<file path="config.mk">
export PLATFORM = sky130hd
export DESIGN_NAME = deglitch_bank
export DESIGN_NICKNAME = d
export VERILOG_FILES = /design/src/rtl/deglitch_pkg.sv /design/src/rtl/deglitch_ch.sv /design/src/rtl/deglitch_bank.sv
export SDC_FILE = /design/constraint.sdc
export NUM_CORES = 1
export LEC_CHECK = 0
export CAP_MARGIN = 30
export CORE_MARGIN = 3
export CORE_UTILIZATION = 51
export DETAILED_ROUTE_END_ITERATION = 16
export PLACE_DENSITY_LB_ADDON = 0.12
export SLEW_MARGIN = 40
export SYNTH_ARGS = -nofsm -noshare
export SYNTH_HDL_FRONTEND = slang
export SYNTH_HIERARCHICAL = 1
export SYNTH_SLANG_ARGS = --single-unit
export TNS_END_PERCENT = 30
</file>
<file path="constraint.sdc">
create_clock -name clk_16M -period 1.8 [get_ports clk_16M]
set_input_delay 0.18 -clock clk_16M [delete_from_list [all_inputs] [get_ports clk_16M]]
set_output_delay 0.18 -clock clk_16M [all_outputs]
set_load 0.01 [all_outputs]
</file>
<file path="src/rtl/deglitch_pkg.sv">
// Shared constants and helpers for filtered-input blocks.
// Used by the deglitcher bank and other debounce-style front ends.
package deglitch_pkg;

    localparam int DG_SYNC_STAGES_DEF = 2;
    localparam int DG_CNT_W_DEF       = 4;

    // A programmed threshold of zero behaves like one.
    function automatic int unsigned eff_thresh(input int unsigned t);
        return (t == 0) ? 1 : t;
    endfunction

endpackage

</file>
<file path="src/rtl/deglitch_ch.sv">
// One deglitcher channel: synchroniser, run counter, commit and
// rise/fall strobe registers.
module deglitch_ch
    import deglitch_pkg::*;
#(
    parameter int   CNT_W       = DG_CNT_W_DEF,
    parameter int   SYNC_STAGES = DG_SYNC_STAGES_DEF,
    parameter logic RESET_LEVEL = 1'b0
) (
    input  logic             clk_16M,
    input  logic             rst,
    input  logic [CNT_W-1:0] thresh,
    input  logic             din,
    output logic             dout,
    output logic             rise,
    output logic             fall,
    output logic             busy
);

    logic [SYNC_STAGES-1:0] sync_q;
    logic [CNT_W-1:0]       cnt_q;
    logic                   dat_q;
    logic                   rise_q;
    logic                   fall_q;
    logic                   busy_q;

    logic                   s;
    logic                   differ;
    logic [CNT_W:0]         cnt_inc;
    logic [CNT_W:0]         neff;
    logic                   commit;

    assign s = sync_q[SYNC_STAGES-1];

    // Compare one bit wider than the counter so the last step never wraps.
    always_comb begin
        differ  = (s != dat_q);
        cnt_inc = {1'b0, cnt_q} + {{CNT_W{1'b0}}, 1'b1};
        neff    = (CNT_W+1)'(eff_thresh(32'(thresh)));
        commit  = differ && (cnt_inc >= neff);
    end

    always_ff @(posedge clk_16M) begin
        if (rst) begin
            sync_q <= {SYNC_STAGES{RESET_LEVEL}};
            cnt_q  <= '0;
            dat_q  <= RESET_LEVEL;
            rise_q <= 1'b0;
            fall_q <= 1'b0;
            busy_q <= 1'b0;
        end else begin
            sync_q <= {sync_q[SYNC_STAGES-2:0], din};
            rise_q <= commit & s;
            fall_q <= commit & ~s;
            if (commit) begin
                dat_q  <= s;
                cnt_q  <= '0;
                busy_q <= 1'b0;
            end else if (differ) begin
                cnt_q  <= cnt_q + {{(CNT_W-1){1'b0}}, 1'b1};
                busy_q <= 1'b1;
            end else begin
                cnt_q  <= '0;
                busy_q <= 1'b0;
            end
        end
    end

    assign dout = dat_q;
    assign rise = rise_q;
    assign fall = fall_q;
    assign busy = busy_q;

endmodule

</file>
<file path="src/rtl/deglitch_bank.sv">
// Multi-channel input deglitcher with programmable agreement count
// and single-cycle rise/fall strobes.
module deglitch_bank
    import deglitch_pkg::*;
#(
    parameter int   CH          = 4,
    parameter int   CNT_W       = DG_CNT_W_DEF,
    parameter int   SYNC_STAGES = DG_SYNC_STAGES_DEF,
    parameter logic RESET_LEVEL = 1'b0
) (
    input  logic             clk_16M,
    input  logic             rst,
    input  logic [CNT_W-1:0] thresh,
    input  logic [CH-1:0]    dat_i,
    output logic [CH-1:0]    dat_o,
    output logic [CH-1:0]    rise_o,
    output logic [CH-1:0]    fall_o,
    output logic [CH-1:0]    busy_o
);

    for (genvar g = 0; g < CH; g++) begin : g_ch
        deglitch_ch #(
            .CNT_W       (CNT_W),
            .SYNC_STAGES (SYNC_STAGES),
            .RESET_LEVEL (RESET_LEVEL)
        ) u_ch (
            .clk_16M (clk_16M),
            .rst     (rst),
            .thresh  (thresh),
            .din     (dat_i[g]),
            .dout    (dat_o[g]),
            .rise    (rise_o[g]),
            .fall    (fall_o[g]),
            .busy    (busy_o[g])
        );
    end

endmodule

</file>
# --- Word-level counts from Yosys, hierarchy flattened ---
# Cells that the tools add are included.
op_classes:
  add_sub_neg: 8
  order_cmp: 4
  eq_ne: 4
  muxes: 5
  n_bitwise: 16
  reduce_logical: 13
op_table:
  columns: ["cell", "count"]
  rows:
  - ["4-bit by 1-bit adder with 5-bit output (second input constant)", 4]
  - ["4-bit by 1-bit adder with 4-bit output (second input constant)", 4]
  - ["5-bit >= comparator", 3]
  - ["3-bit OR reduction", 4]
  - ["1-bit bitwise AND", 8]
  - ["1-bit NOT", 8]
  - ["2-bit OR reduction", 4]
  - ["5-bit by 4-bit >= comparator with 1-bit output", 1]
  - ["1-bit logical AND", 4]
  - ["4-bit logical NOT", 1]
  - ["1-bit 2-to-1 mux", 4]
  - ["4-bit 2-to-1 mux", 1]
  - ["1-bit inequality test", 4]
word_totals:
  register_bits: 40
  in_bits: 10
  out_inout_bits: 16
  elab_cells: 74

# --- Logic depth before layout (Yosys ltp) ---
logic_depth:
  depth_word: 5
  mapped_depth: 7
  mapped_depth_nobuf: 7

# --- Hierarchy ---
# The synthesis kept the hierarchy.
by_module_without_submodules:
  columns: ["module", "n_inst", "cells_each", "area_per_inst_um2", "seq_area_each_um2"]
  rows:
  - ["deglitch_ch", 4, 43, 466.7, 200.2]

# --- Worst setup path after synthesis ---
# No wires, ideal clock.
synth_timing:
  path_kind: "reg-to-reg"
  startpoint: "register g_ch[0].u_ch.cnt_q[0]"
  endpoint: "register g_ch[0].u_ch.dat_q"
  setup_ns: 0.072
  t_arrival_ns: 1.502
  slack_ns: 0.226
  stages_incl_launch_ff: 6
  n_path_buf: 0
  path_cell_list: "dfxtp_1 > ha_1 > ha_1 > a211oi_4 > o21a_4 > mux2i_1"
synth_via:
  elab_chain_len: 3
synth_lines:
  columns: ["element", "line_no", "source"]
  rows:
  - ["start, declared", "deglitch_ch.sv:21", "logic [CNT_W-1:0] cnt_q;"]
  - ["start signal, assigned", "deglitch_ch.sv:60", "cnt_q <= cnt_q + {{(CNT_W-1){1'b0}}, 1'b1};"]
  - ["4-bit by 1-bit adder with 5-bit output", "deglitch_ch.sv:38", "cnt_inc = {1'b0, cnt_q} + {{CNT_W{1'b0}}, 1'b1};"]
  - ["net g_ch[0].u_ch.cnt_inc[1]", "deglitch_ch.sv:29", "logic [CNT_W:0] cnt_inc;"]
  - ["5-bit >= comparator", "deglitch_ch.sv:40", "commit = differ && (cnt_inc >= neff);"]
  - ["1-bit logical AND", "deglitch_ch.sv:40", null]
  - ["end signal, assigned", "deglitch_ch.sv:56", "dat_q <= s;"]
  - ["end, declared", "deglitch_ch.sv:22", "logic dat_q;"]
# The timed path passes the listed nets, and every way through them passes these cells.
# A chain may end at the register's enable or synchronous reset.

# --- Final worst setup path ---
layout_timing:
  startpoint: "register g_ch[1].u_ch.cnt_q[0]"
  endpoint: "register g_ch[1].u_ch.dat_q"
layout_via:
  elab_chain_len: 3
layout_lines:
  columns: ["element", "line_no"]
  rows:
  - ["start, declared", "deglitch_ch.sv:21"]
  - ["start signal, assigned", "deglitch_ch.sv:60"]
  - ["4-bit by 1-bit adder with 5-bit output", "deglitch_ch.sv:38"]
  - ["net g_ch[1].u_ch.cnt_inc[1]", "deglitch_ch.sv:29"]
  - ["5-bit >= comparator", "deglitch_ch.sv:40"]
  - ["1-bit logical AND", "deglitch_ch.sv:40"]
  - ["end signal, assigned", "deglitch_ch.sv:56"]
  - ["end, declared", "deglitch_ch.sv:22"]
# The timed path passes the listed nets, and every way through them passes these cells.

==> results.md <==
- Outcome: finished, final reports clean
- TritonCTS sink count: 40
- Congestion Overflow GR: 0
- WHS Path Cells: 1
- Port bufs: 25
- Top cell type by total area after synthesis: dfxtp_1
- CP required: a little over 2 ns
- Synth Register Bits: 40
- Layout cells sized above 1: 0.224
- Syn. warnings: 6
- Final period util: 0.955
- Setup violations, final: 0
- Post-CTS Setup Bufs: 0
- Initial antenna violation count: 0
- Vias in the first global route: 1350
- Power per cell area: 706 mW/mm^2
- Initial DRC count: 46
- Worst-skew pair later-pin latency: 0.29 ns
- Final number of hold-violating endpoints: 0
- H-Tree Depth: 2
- N_diodes: 0
- Final WL: 3350 um
- Internal power: 1320 uW
- Core ar.: 0.00344 mm^2
- Xor and xnor area share after synthesis: 0.0375
- Hold WS: 0.443 ns
- Hpwl dp: 2550 um
- Sequential-to-total area share from yosys stat: 0.429
- Global-route wire length before repair: between 5000 and 6000 um
- CTS Root Cell: clkbuf_8
- CP startpoint: g_ch[1].u_ch/cnt_q[0]$_SDFF_PP0_
- Area contributors post-synth: dfxtp_1, ha_1, nand2b_1, nor2b_1, a211oi_4
- # hold bufs at CTS: 0
- Flop-to-flop setup slack: 0.08 ns
- Slew Limit Fails: 0
- Post-synthesis cell type count: 20
- Post-Place Cells: 257
- Post-Layout Cell Count: 265
- Synth Area in Adders: 0.134
- I/O Pins: 26
- Reg2reg start: g_ch[1].u_ch/cnt_q[0]$_SDFF_PP0_
- Crit path launch type: flop
- Net Sw Frac: 0.226
- P_sw: 384 uW
- Nets@finish: 248
- Wire length per cell: approximately 13 um
- Most common cell after layout, fill and taps aside: dfxtp_1
- Clock Power Share: 0.352
- Gpl congestion: 0.749
- Worst Hold Class: reg2reg
- FMAX: 0.582 GHz
- Die area: around 0.0044 mm^2
- Post-route DRC: 0
- Die width: 66.5 um
- Worst-path clk slew: 0.07 ns
- Layout area overhead: 29.0%
- Largest family of logic cells by synthesized area: simple AND/OR/NAND/NOR gates
- R2R Path End: g_ch[1].u_ch/dout$_SDFFE_PP0P_
- Most frequent cells in the layout: dfxtp_1, clkdlybuf4s50_1, ha_1
- Vias/cell: 5.07
- Chip height: 66.5 um
- Post-route ant nets: 0
- Max VDD drop: between 600 and 700 uV
- Synth Area in Compound Gates: 0.155
- Overall Global Routing Usage: 0.170
- Avg Cell Area, Syn: 10.9 um^2
- CTS Buf Count: 5
- Critical path arrival: between 1.5 and 2 ns
- Slew margin rel.: 0.758
- Minimum clock period after layout: 1.72 ns
- Largest net degree at the start of global routing: 24
- CTS tree: built
- Final setup skew: 0.00272 ns
- Mapped cell area: 0.00187 mm^2
- FP Rows: 21
- Via count: 1344
- Worst setup EP type: flop
- CP Class: reg2reg
- Multiplexer share of the synthesized area: 0.0214
- CP endpoint: g_ch[1].u_ch/dout$_SDFFE_PP0P_
- TritonRoute pass-1 iters: 6
- Post-Syn Instances: approximately 170
- Seq pwr share: 0.535
- Clock buffer depth: 2
- Critical Path Fanout Max: 4
- Initial core utilization: 0.542
- Synth Area in Simple Gates: 0.190
- Worst-Margin Slew: 0.361 ns
- MaxCap Viol Count: 0
- Combinational power share: 0.113
- Worst reg2reg path depth: 5
- Top cell type's share of synthesized area: 0.429
- Leakage: between 0.001 and 0.0015 uW
- Syn Nets: between 200 and 250
==> metal layers <==
layer	part of all wire	track usage	routed length, um	vias up
met5	0	0	0	-
met4	0.021	0.0761	70	0
met3	0.050	0.0607	168	8
met2	0.52	0.309	1750	29
met1	0.41	0.171	1370	629
li1	-	-	-	678
==> through the flow <==
step | util | total power, uW | TNS [ns] | setup WS (ns) | cell area [um^2]
final | 0.699 | 1700 | 0 | 0.0804 | 2410
after floorplan | - | 1040 | 0 | 0.226 | 1870
after CTS | 0.688 | 1710 | 0 | 0.00324 | 2370
after detailed placement | 0.662 | 1120 | -10.36 | -0.429 | 2280
after global placement | 0.662 | 1110 | -8.34 | -0.332 | 2280
after global routing | 0.699 | 1770 | -0.0279 | -0.0269 | 2410
==> area by class of cell <==
class / instances / area, um^2
tap: 46 / 57.6
timing repair buffer: 39 / 354
inverter: 16 / 60.1
clock inverter: 2 / 10.0
sequential: 40 / 802
fill: 272 / 1030
multi-input combinational: 116 / 1040
clock buffer: 6 / 82.6
==> kinds of logic after synthesis <==
group / Yosys count
mux: 4
simple gates: 56
buf+inv: 16
flops: 40
xor+xnor: 8
fa+ha+maj: 20
compound gates: 28
==> timing repair <==
item / in CTS / in global routing
pin swaps: 0 / 2
gates cloned: 0 / 0
resized for setup: 3 / 8
endpoints found under the setup margin: 25 / 13
==> worst min path at each step <==
stage | end | startpoint | slack, ns
finish | g_ch[3].u_ch/cnt_q[0]$_SDFF_PP0_ | g_ch[3].u_ch/cnt_q[0]$_SDFF_PP0_ | 0.44
global route | g_ch[3].u_ch/sync_q[0]$_SDFF_PP0_ | dat_i[3] | 0.46
floorplan | g_ch[0].u_ch/sync_q[0]$_SDFF_PP0_ | rst | 0.25
global placement | g_ch[2].u_ch/sync_q[1]$_SDFF_PP0_ | g_ch[2].u_ch/sync_q[0]$_SDFF_PP0_ | 0.42
CTS | g_ch[0].u_ch/sync_q[0]$_SDFF_PP0_ | dat_i[0] | 0.44
detailed placement | g_ch[0].u_ch/sync_q[1]$_SDFF_PP0_ | g_ch[0].u_ch/sync_q[0]$_SDFF_PP0_ | 0.43
==> cells in the mapped netlist, drive strengths merged <==
cell,n
a211oi,4
a21oi,4
a31o,4
a31oi,4
and3,4
dfxtp,40
ha,20
inv,16
mux2i,4
nand2b,20
nand3,4
nor2,4
nor2b,16
nor3,8
o211ai,4
o21a,4
o21ai,4
xnor2,4
xor2,4
==> state kept, by name (all words and copies together) (netlist names) <==
register          count
g_ch.u_ch/cnt_q      16
g_ch.u_ch/sync_q      8
g_ch.u_ch/busy        4
g_ch.u_ch/dout        4
g_ch.u_ch/fall        4
g_ch.u_ch/rise        4
==> worst max-delay path: stages, from the launching register on <==
cell	delay, ns
dfxtp_1	0.34
ha_1	0.33
ha_1	0.34
a211oi_4	0.27
o21a_4	0.20
mux2i_1	0.18
==> power by group through the flow <==
stage | Sequential (uW) | Combinational [uW] | Clock [uW]
5_1_grt | 910 | 210 | 652
3_3_place_gp | 929 | 179 | 0
4_1_cts | 909 | 186 | 619
3_5_place_dp | 930 | 187 | 0
2_1_floorplan | 930 | 105 | 0
6_report | 909 | 192 | 598
Note: power is estimated with default switching activity, not from simulation.
